**config.mk**
```make
export PLATFORM = sky130hd
export DESIGN_NAME = vec_sigmoid_bwd
export DESIGN_NICKNAME = d
export VERILOG_FILES = /design/src/rtl/sys_defs.sv /design/src/rtl/sigmoid_grad_lane.sv /design/src/rtl/vec_sigmoid_bwd.sv
export SDC_FILE = /design/constraint.sdc
export NUM_CORES = 2
export LEC_CHECK = 0
export ABC_CLOCK_PERIOD_IN_PS = 12350
export BUFFER_PORTS_ARGS = -buffer_cell sky130_fd_sc_hd__buf_2
export CORE_ASPECT_RATIO = 1.2
export CORE_MARGIN = 5
export CORE_UTILIZATION = 55
export CTS_CLUSTER_SIZE = 8
export DETAILED_ROUTE_END_ITERATION = 8
export GPL_TIMING_DRIVEN = 0
export PLACE_DENSITY_LB_ADDON = 0.05
export SLEW_MARGIN = 0
export SYNTH_ARGS = -nofsm -noshare
export SYNTH_HDL_FRONTEND = slang
export SYNTH_SLANG_ARGS = --single-unit
```
**constraint.sdc**
```tcl
create_clock -name clock -period 12.35 [get_ports clock]
set_input_delay 1.235 -clock clock [delete_from_list [all_inputs] [get_ports clock]]
set_output_delay 1.235 -clock clock [all_outputs]
set_load 0.03 [all_outputs]
```
**src/rtl/sys_defs.sv**
```systemverilog
// sys_defs: shared widths, fixed-point constants and lane/vector types
package sys_defs;
  localparam int ARR_WIDTH = 4;
  localparam int FXP_N = 16;
  localparam int FXP_FRAC = 8;
  typedef logic signed [FXP_N-1:0] lane_t;
  typedef logic signed [2*FXP_N-1:0] wide_t;
  typedef lane_t [ARR_WIDTH-1:0] vec_t;
  localparam lane_t FXP_ONE = lane_t'(1 << FXP_FRAC);
  localparam wide_t FXP_HALF = wide_t'(1 << (FXP_FRAC - 1));
endpackage

```
**src/rtl/sigmoid_grad_lane.sv**
```systemverilog
// sigmoid_grad_lane: per-lane clamp, y*(1-y) and gradient scaling, all combinational
module sigmoid_grad_lane
  import sys_defs::*;
(
  input  lane_t i_y,
  input  lane_t i_g,
  input  lane_t i_p,
  output lane_t o_p,
  output lane_t o_q
);
  lane_t w_yc;
  wide_t w_pp;
  wide_t w_qq;
  assign w_yc = i_y[FXP_N-1] ? '0 : (i_y > FXP_ONE ? FXP_ONE : i_y);
  assign w_pp = wide_t'(w_yc) * wide_t'(FXP_ONE - w_yc) + FXP_HALF;
  assign o_p  = lane_t'(w_pp >>> FXP_FRAC);
  // p never exceeds ONE/4, so the truncated q cannot wrap
  assign w_qq = wide_t'(i_g) * wide_t'(i_p) + FXP_HALF;
  assign o_q  = lane_t'(w_qq >>> FXP_FRAC);
endmodule

```
**src/rtl/vec_sigmoid_bwd.sv**
```systemverilog
// vec_sigmoid_bwd: two-stage valid/ready pipe computing dx = g*y*(1-y) per lane
module vec_sigmoid_bwd
  import sys_defs::*;
(
  input  logic clock,
  input  logic rst,
  input  logic in_valid,
  output logic in_ready,
  input  vec_t y_arr,
  input  vec_t grad_arr,
  output logic out_valid,
  input  logic out_ready,
  output vec_t grad_out
);
  logic r_s1_valid;
  logic r_s2_valid;
  vec_t r_s1_p;
  vec_t r_s1_g;
  vec_t r_grad;
  vec_t w_p;
  vec_t w_q;
  logic w_adv1;
  logic w_adv2;
  logic w_in_xfer;
  assign w_adv2    = !r_s2_valid || out_ready;
  assign w_adv1    = !r_s1_valid || w_adv2;
  assign w_in_xfer = in_valid && w_adv1;
  assign in_ready  = w_adv1;
  assign out_valid = r_s2_valid;
  assign grad_out  = r_grad;
  for (genvar i = 0; i < ARR_WIDTH; i++) begin : g_lane
    sigmoid_grad_lane u_lane (
      .i_y(y_arr[i]),
      .i_g(r_s1_g[i]),
      .i_p(r_s1_p[i]),
      .o_p(w_p[i]),
      .o_q(w_q[i])
    );
  end
  // stage 1 captures p and grad on input transfer; stage 2 captures q when it can advance
  always_ff @(posedge clock or posedge rst) begin
    if (rst) begin
      r_s1_valid <= 1'b0;
      r_s2_valid <= 1'b0;
      r_s1_p     <= '0;
      r_s1_g     <= '0;
      r_grad     <= '0;
    end else begin
      if (w_adv1) r_s1_valid <= in_valid;
      if (w_in_xfer) begin
        r_s1_p <= w_p;
        r_s1_g <= grad_arr;
      end
      if (w_adv2) begin
        r_s2_valid <= r_s1_valid;
        if (r_s1_valid) r_grad <= w_q;
      end
    end
  end
endmodule

```
# Word level (Yosys, flattened, before mapping)

Cells that the tools add are included.

Bits in registers: 194
Input bits: 132

$lt $le $gt $ge: 4
Muxes and demuxes: 8
Multipliers: 8
$add $sub $neg: 12
Reductions and logical operators: 6

Operator list:

| cell                                                                   | number |
|---|---|
| 24-bit by 9-bit adder with 24-bit output, second input constant        | 8 |
| 15-bit two-way mux                                                     | 8 |
| 16-bit by 16-bit multiplier with 24-bit output                         | 4 |
| 16-bit by 17-bit multiplier with 24-bit output                         | 4 |
| 16-bit by 10-bit > comparator with 1-bit output, second input constant | 4 |
| 9-bit by 15-bit subtractor with 16-bit output, first input constant    | 4 |
| 1-bit zero test                                                        | 2 |
| 1-bit logical OR                                                       | 2 |
| 2-bit AND reduction                                                    | 1 |
| 1-bit logical AND                                                      | 1 |

# Logic depth before layout (Yosys ltp)

Depth after elaboration: 6
Mapped depth: 34
Mapped depth without buffers: 33

# Modules after synthesis

Synthesis repeated with hierarchy kept, for this count alone.

Cell total of the unflattened synthesis: 6502
Area total of the unflattened synthesis: 62506.2 um^2

By module, submodules not included:

| module                                   | sequential area each (um^2) | area an instance (um^2) | times used | cells an instance |
|---|---|---|---|---|
| sigmoid_grad_lane (g_lane[1].u_lane ...) | 0.0                         | 13680.6                 | 2          | 1521 |
| sigmoid_grad_lane (g_lane[0].u_lane)     | 0.0                         | 13730.7                 | 1          | 1533 |
| sigmoid_grad_lane (g_lane[3].u_lane)     | 0.0                         | 13668.1                 | 1          | 1514 |
| vec_sigmoid_bwd                          | 4854.7                      | 7746.2                  | 1          | 413 |

# Worst setup path after synthesis

No wires, ideal clock.

Kind: in2reg
Start: input y_arr[0] (netlist name)
End: register r_s1_p[13] (netlist name)
Data required time: 12214 ps
Stages: 33
Library setup time: 136 ps
Slack: 3315 ps
Data arrival time: 8900 ps
Cells stage by stage: nor4_1 nand2_1 a211oi_2 nand2_1 clkbuf_1 ha_1 and3_1 and3_1 nand3_1 nand2_1 ha_1 buf_1 or2_2 fa_1 fa_1 inv_1 fa_1 inv_1 fa_1 inv_1 fa_1 inv_1 fa_1 inv_1 ha_1 a21o_1 a211o_1 o22a_1 o211ai_1 o211ai_2 a311oi_1 xor2_1 o21ai_0

Longest elaborated chain between the ends: 6

Ends and longest elaborated chain:

| element                                            | line                    | source |
|---|---|---|
| from (decl)                                        | vec_sigmoid_bwd.sv:9    | `input vec_t y_arr,` |
| 16-bit by 10-bit > comparator with 1-bit output    | sigmoid_grad_lane.sv:14 | `assign w_yc = i_y[FXP_N-1] ? '0 : (i_y > FXP_ONE ? FXP_ONE : i_y);` |
| 15-bit two-way mux (*) (2 in series)               | sigmoid_grad_lane.sv:14 |  |
| 9-bit by 15-bit subtractor with 16-bit output      | sigmoid_grad_lane.sv:15 | `assign w_pp = wide_t'(w_yc) * wide_t'(FXP_ONE - w_yc) + FXP_HALF;` |
| 16-bit by 17-bit multiplier with 24-bit output (*) | sigmoid_grad_lane.sv:15 |  |
| 24-bit by 9-bit adder with 24-bit output (*)       | sigmoid_grad_lane.sv:15 |  |
| to (signal assigned)                               | vec_sigmoid_bwd.sv:51   | `r_s1_p <= w_p;` |
| to (decl)                                          | vec_sigmoid_bwd.sv:17   | `vec_t r_s1_p;` |

Mark *: on every way between the ends. The rest lies on a longest branch, timed or not.
A chain may end at the register's enable or synchronous reset.

# Worst setup path in the final report

Same ends and word-level chain as after synthesis.

==> summary.md <==
| Metric | Value |
|---|---|
| Drt total wl | 156000 um |
| Hold crit path type | flip-flop to flip-flop |
| Crit-path max FO | 11 |
| GRT Resource Usage Total | 26.5% |
| Die width | 320 um |
| Cell mode on critical path | fa_1 |
| Critical path class | primary input to flip-flop |
| Commonest non-fill, non-tap cells in the layout | inv_1 (1865), fa_1 (1460), nand2_1 (841) |
| Chip Height | 382 um |
| Max Root-Sink Buffers | 2 |
| Clk sinks | 194 |
| Reg-to-Reg End | grad_out[29] |
| Synth Register Bits | 194 |
| DR iter-0 viols | 1926 |
| Global-route wire length before repair | 256000 um |
| Router iterations before antenna repair | 5 |
| CTS tree | done |
| Final Skew | 0.0160 ns |
| Post-synth top flop | dfrtp_1 |
| Routed vias/inst | 4.98 |
| Number of global-route vias before repair | 49100 |
| CP arrival | 10.13 ns |
| Resize count post-CTS | 0 |
| Mean Syn Cell Area | 9.23 sq um |
| Port bufs | 197 |
| Synthesized instance count | 6870 |
| Final Hold Vio Count | 0 |
| Worst Setup End Kind | flip-flop |
| Vias | 45200 |
| Nets@finish | 9779 |
| Slew @ Worst Pin | 1.28 ns |
| Core Box Area | 0.115 sq mm |
| Async S/R FF share, synth | 100% |
| # H-tree levels | 4 |
| Period utilization | 79.0% |
| DRC violations left | 0 |
| Register area share after synthesis | 7.66% |
| Total I/O pin count | 198 |
| Achievable clock frequency | 102 MHz |
| Initial Util | 55.4% |
| Post-CTS setup buffers | 0 |
| GP Congestion | 0.922 |
| Setup Viol. Count Final | 0 |
| # rows | 136 |
| Proportion of layout cells with a drive suffix above 1 | 4.43% |
| Wirelength per Cell | 17.1 um |
| Hold-fix buffer count after cts | 0 |
| Max incr delay on CP | 0.56 ns |
| Total CTS buffers | 17 |
| Slowest cell on crit path | fa_1 |
| Syn. warnings | 0 |
| Synth unique cells | 81 |
| Worst-skew pair later-pin latency | 0.53 ns |
| RSZ-0062 raised after global routing | no |
| Slew Limit Fails | 0 |
| Worst R2R Start | r_s1_p[23] |
| Rel. slew slack | 14.3% |
| Die ar. | 0.122 sq mm |
| Cell Area, Synth | 0.0634 sq mm |
| Outcome | finished clean |
| Post-synth EDFFs | 0 |
| Worst R2R Path Depth | 22 |
| Largest net degree at the start of global routing | 103 |
| TNS Setup | 0 ns |
| Area delta synth->final | 8.30% |
| Initial antenna violation count | 7 |
| Commonest non-fill, non-tap cell in the layout | inv_1 |
| Top-area cell type share of the netlist area | 46.1% |
| WP data required | 12.73 ns |
| CTS root buf | clkbuf_16 |
| Worst-path clk slew | 0.08 ns |
| Max Cap Viol | 0 |
| Antenna Cells | 0 |
| Detailed placement HPWL | 135000 um |
| Crit path launch type | primary input |
| Critical Path End | r_s1_p[13] |
| Routed Antenna Nets | 0 |
| CP startpoint | y_arr[0] |
| FF-to-FF setup slack | 5.34 ns |
| Area contributors post-synth | fa_1 (46%), ha_1 (12%), inv_1 (11%) |
| Tmin final | 9.76 ns |
| GR Overflow Total | 0 |
| Leading area contributor after synthesis | fa_1 |
-- cell type report --
type,count,area (sq um)
plain buffers,232,873
clock buffers,21,470
clock inverters,11,118
fillers,10500,45800
inverters,1868,7020
multi-input cells,5043,52400
flip-flops and latches,194,4850
well taps,1518,1900
repair buffers,198,1010
-- flip-flops by register name, indices dropped and copies added, names as in the netlist --
register	count
grad_out	64
r_s1_g	64
r_s1_p	64
out_valid	1
r_s1_valid	1
-- worst min-delay path by stage --
stage                            start           end  cells after the start
after floorplan             r_s1_valid     out_valid                      1
after global placement    grad_out[53]  grad_out[53]                      2
after detailed placement  grad_out[53]  grad_out[53]                      2
after CTS                 grad_out[53]  grad_out[53]                      2
after global routing      grad_out[49]  grad_out[49]                      2
final                     grad_out[53]  grad_out[53]                      2
-- cell families (layout without fill, tap and decap cells) --
| group | count (synthesis) | in the layout | synth area share, % |
|---|---|---|---|
| AOI/OAI and AO/OA | 353 | 353 | 3.76 |
| DFF | 194 | 194 | 7.66 |
| buffers and inverters | 2100 | 2330 | 12.4 |
| muxes | 4 | 4 | 0.0691 |
| xor gates and xnor gates | 243 | 243 | 3.42 |
| and+or+nand+nor | 1881 | 1881 | 14.1 |
| other | 2 | 469 | 0.0118 |
| adders and majority gates | 2093 | 2093 | 58.6 |
-- per-layer routing --
metal  GRT usage, %  up-vias  share of wire (%)
li1               -    20900                  -
met2           45.7     1034                 49
met3           3.47      265                5.2
met4           8.97        8                3.9
met5              0        -              0.031
met1           34.9    23100                 41
-- Yosys cell counts (3+ instances only) --
cell	n
inv_1	1866
fa_1	1460
nand2_1	841
ha_1	633
and2_1	431
nor2_1	278
clkbuf_1	215
dfrtp_1	194
xnor2_1	171
o21ai_0	134
nand2b_1	79
or2_2	74
xor2_1	69
a21oi_1	53
or3_1	42
and3_1	33
a21o_1	26
nand3_1	25
nor3_1	25
o31ai_1	23
o21a_1	21
nand4_1	18
buf_1	17
nor4_1	14
a211oi_1	9
a31oi_1	9
o211ai_1	8
o21bai_1	8
o21ai_1	7
nor2b_1	5
or4_1	4
a2111oi_0	3
a211o_1	3
a211oi_2	3
mux2_2	3
nand3b_1	3
xnor3_1	3
-- worst max-delay path: cells and delay by family --
family / cells / cell delay [ns]
buf+inv: 8 / 0.93
fa+ha+maj: 9 / 3.97
simple gates: 8 / 1.57
compound gates: 8 / 2.15
xor+xnor: 1 / 0.26
-- stage by stage --
stage	util (%)	cell area, sq um	std cells	hold WS [ns]	setup WS, ns
after floorplan	-	65200	7337	0.471	3.31
after global placement	59.4	68100	9052	0.450	2.06
after detailed placement	59.5	68100	9053	0.454	2.04
after CTS	60.0	68700	9085	0.471	2.59
after global routing	60.0	68700	9085	0.493	2.01
final	60.0	68700	9085	0.469	2.59
Power is not shown: default switching activity piles up to over one toggle a cycle in this logic, so the estimate is an artifact.
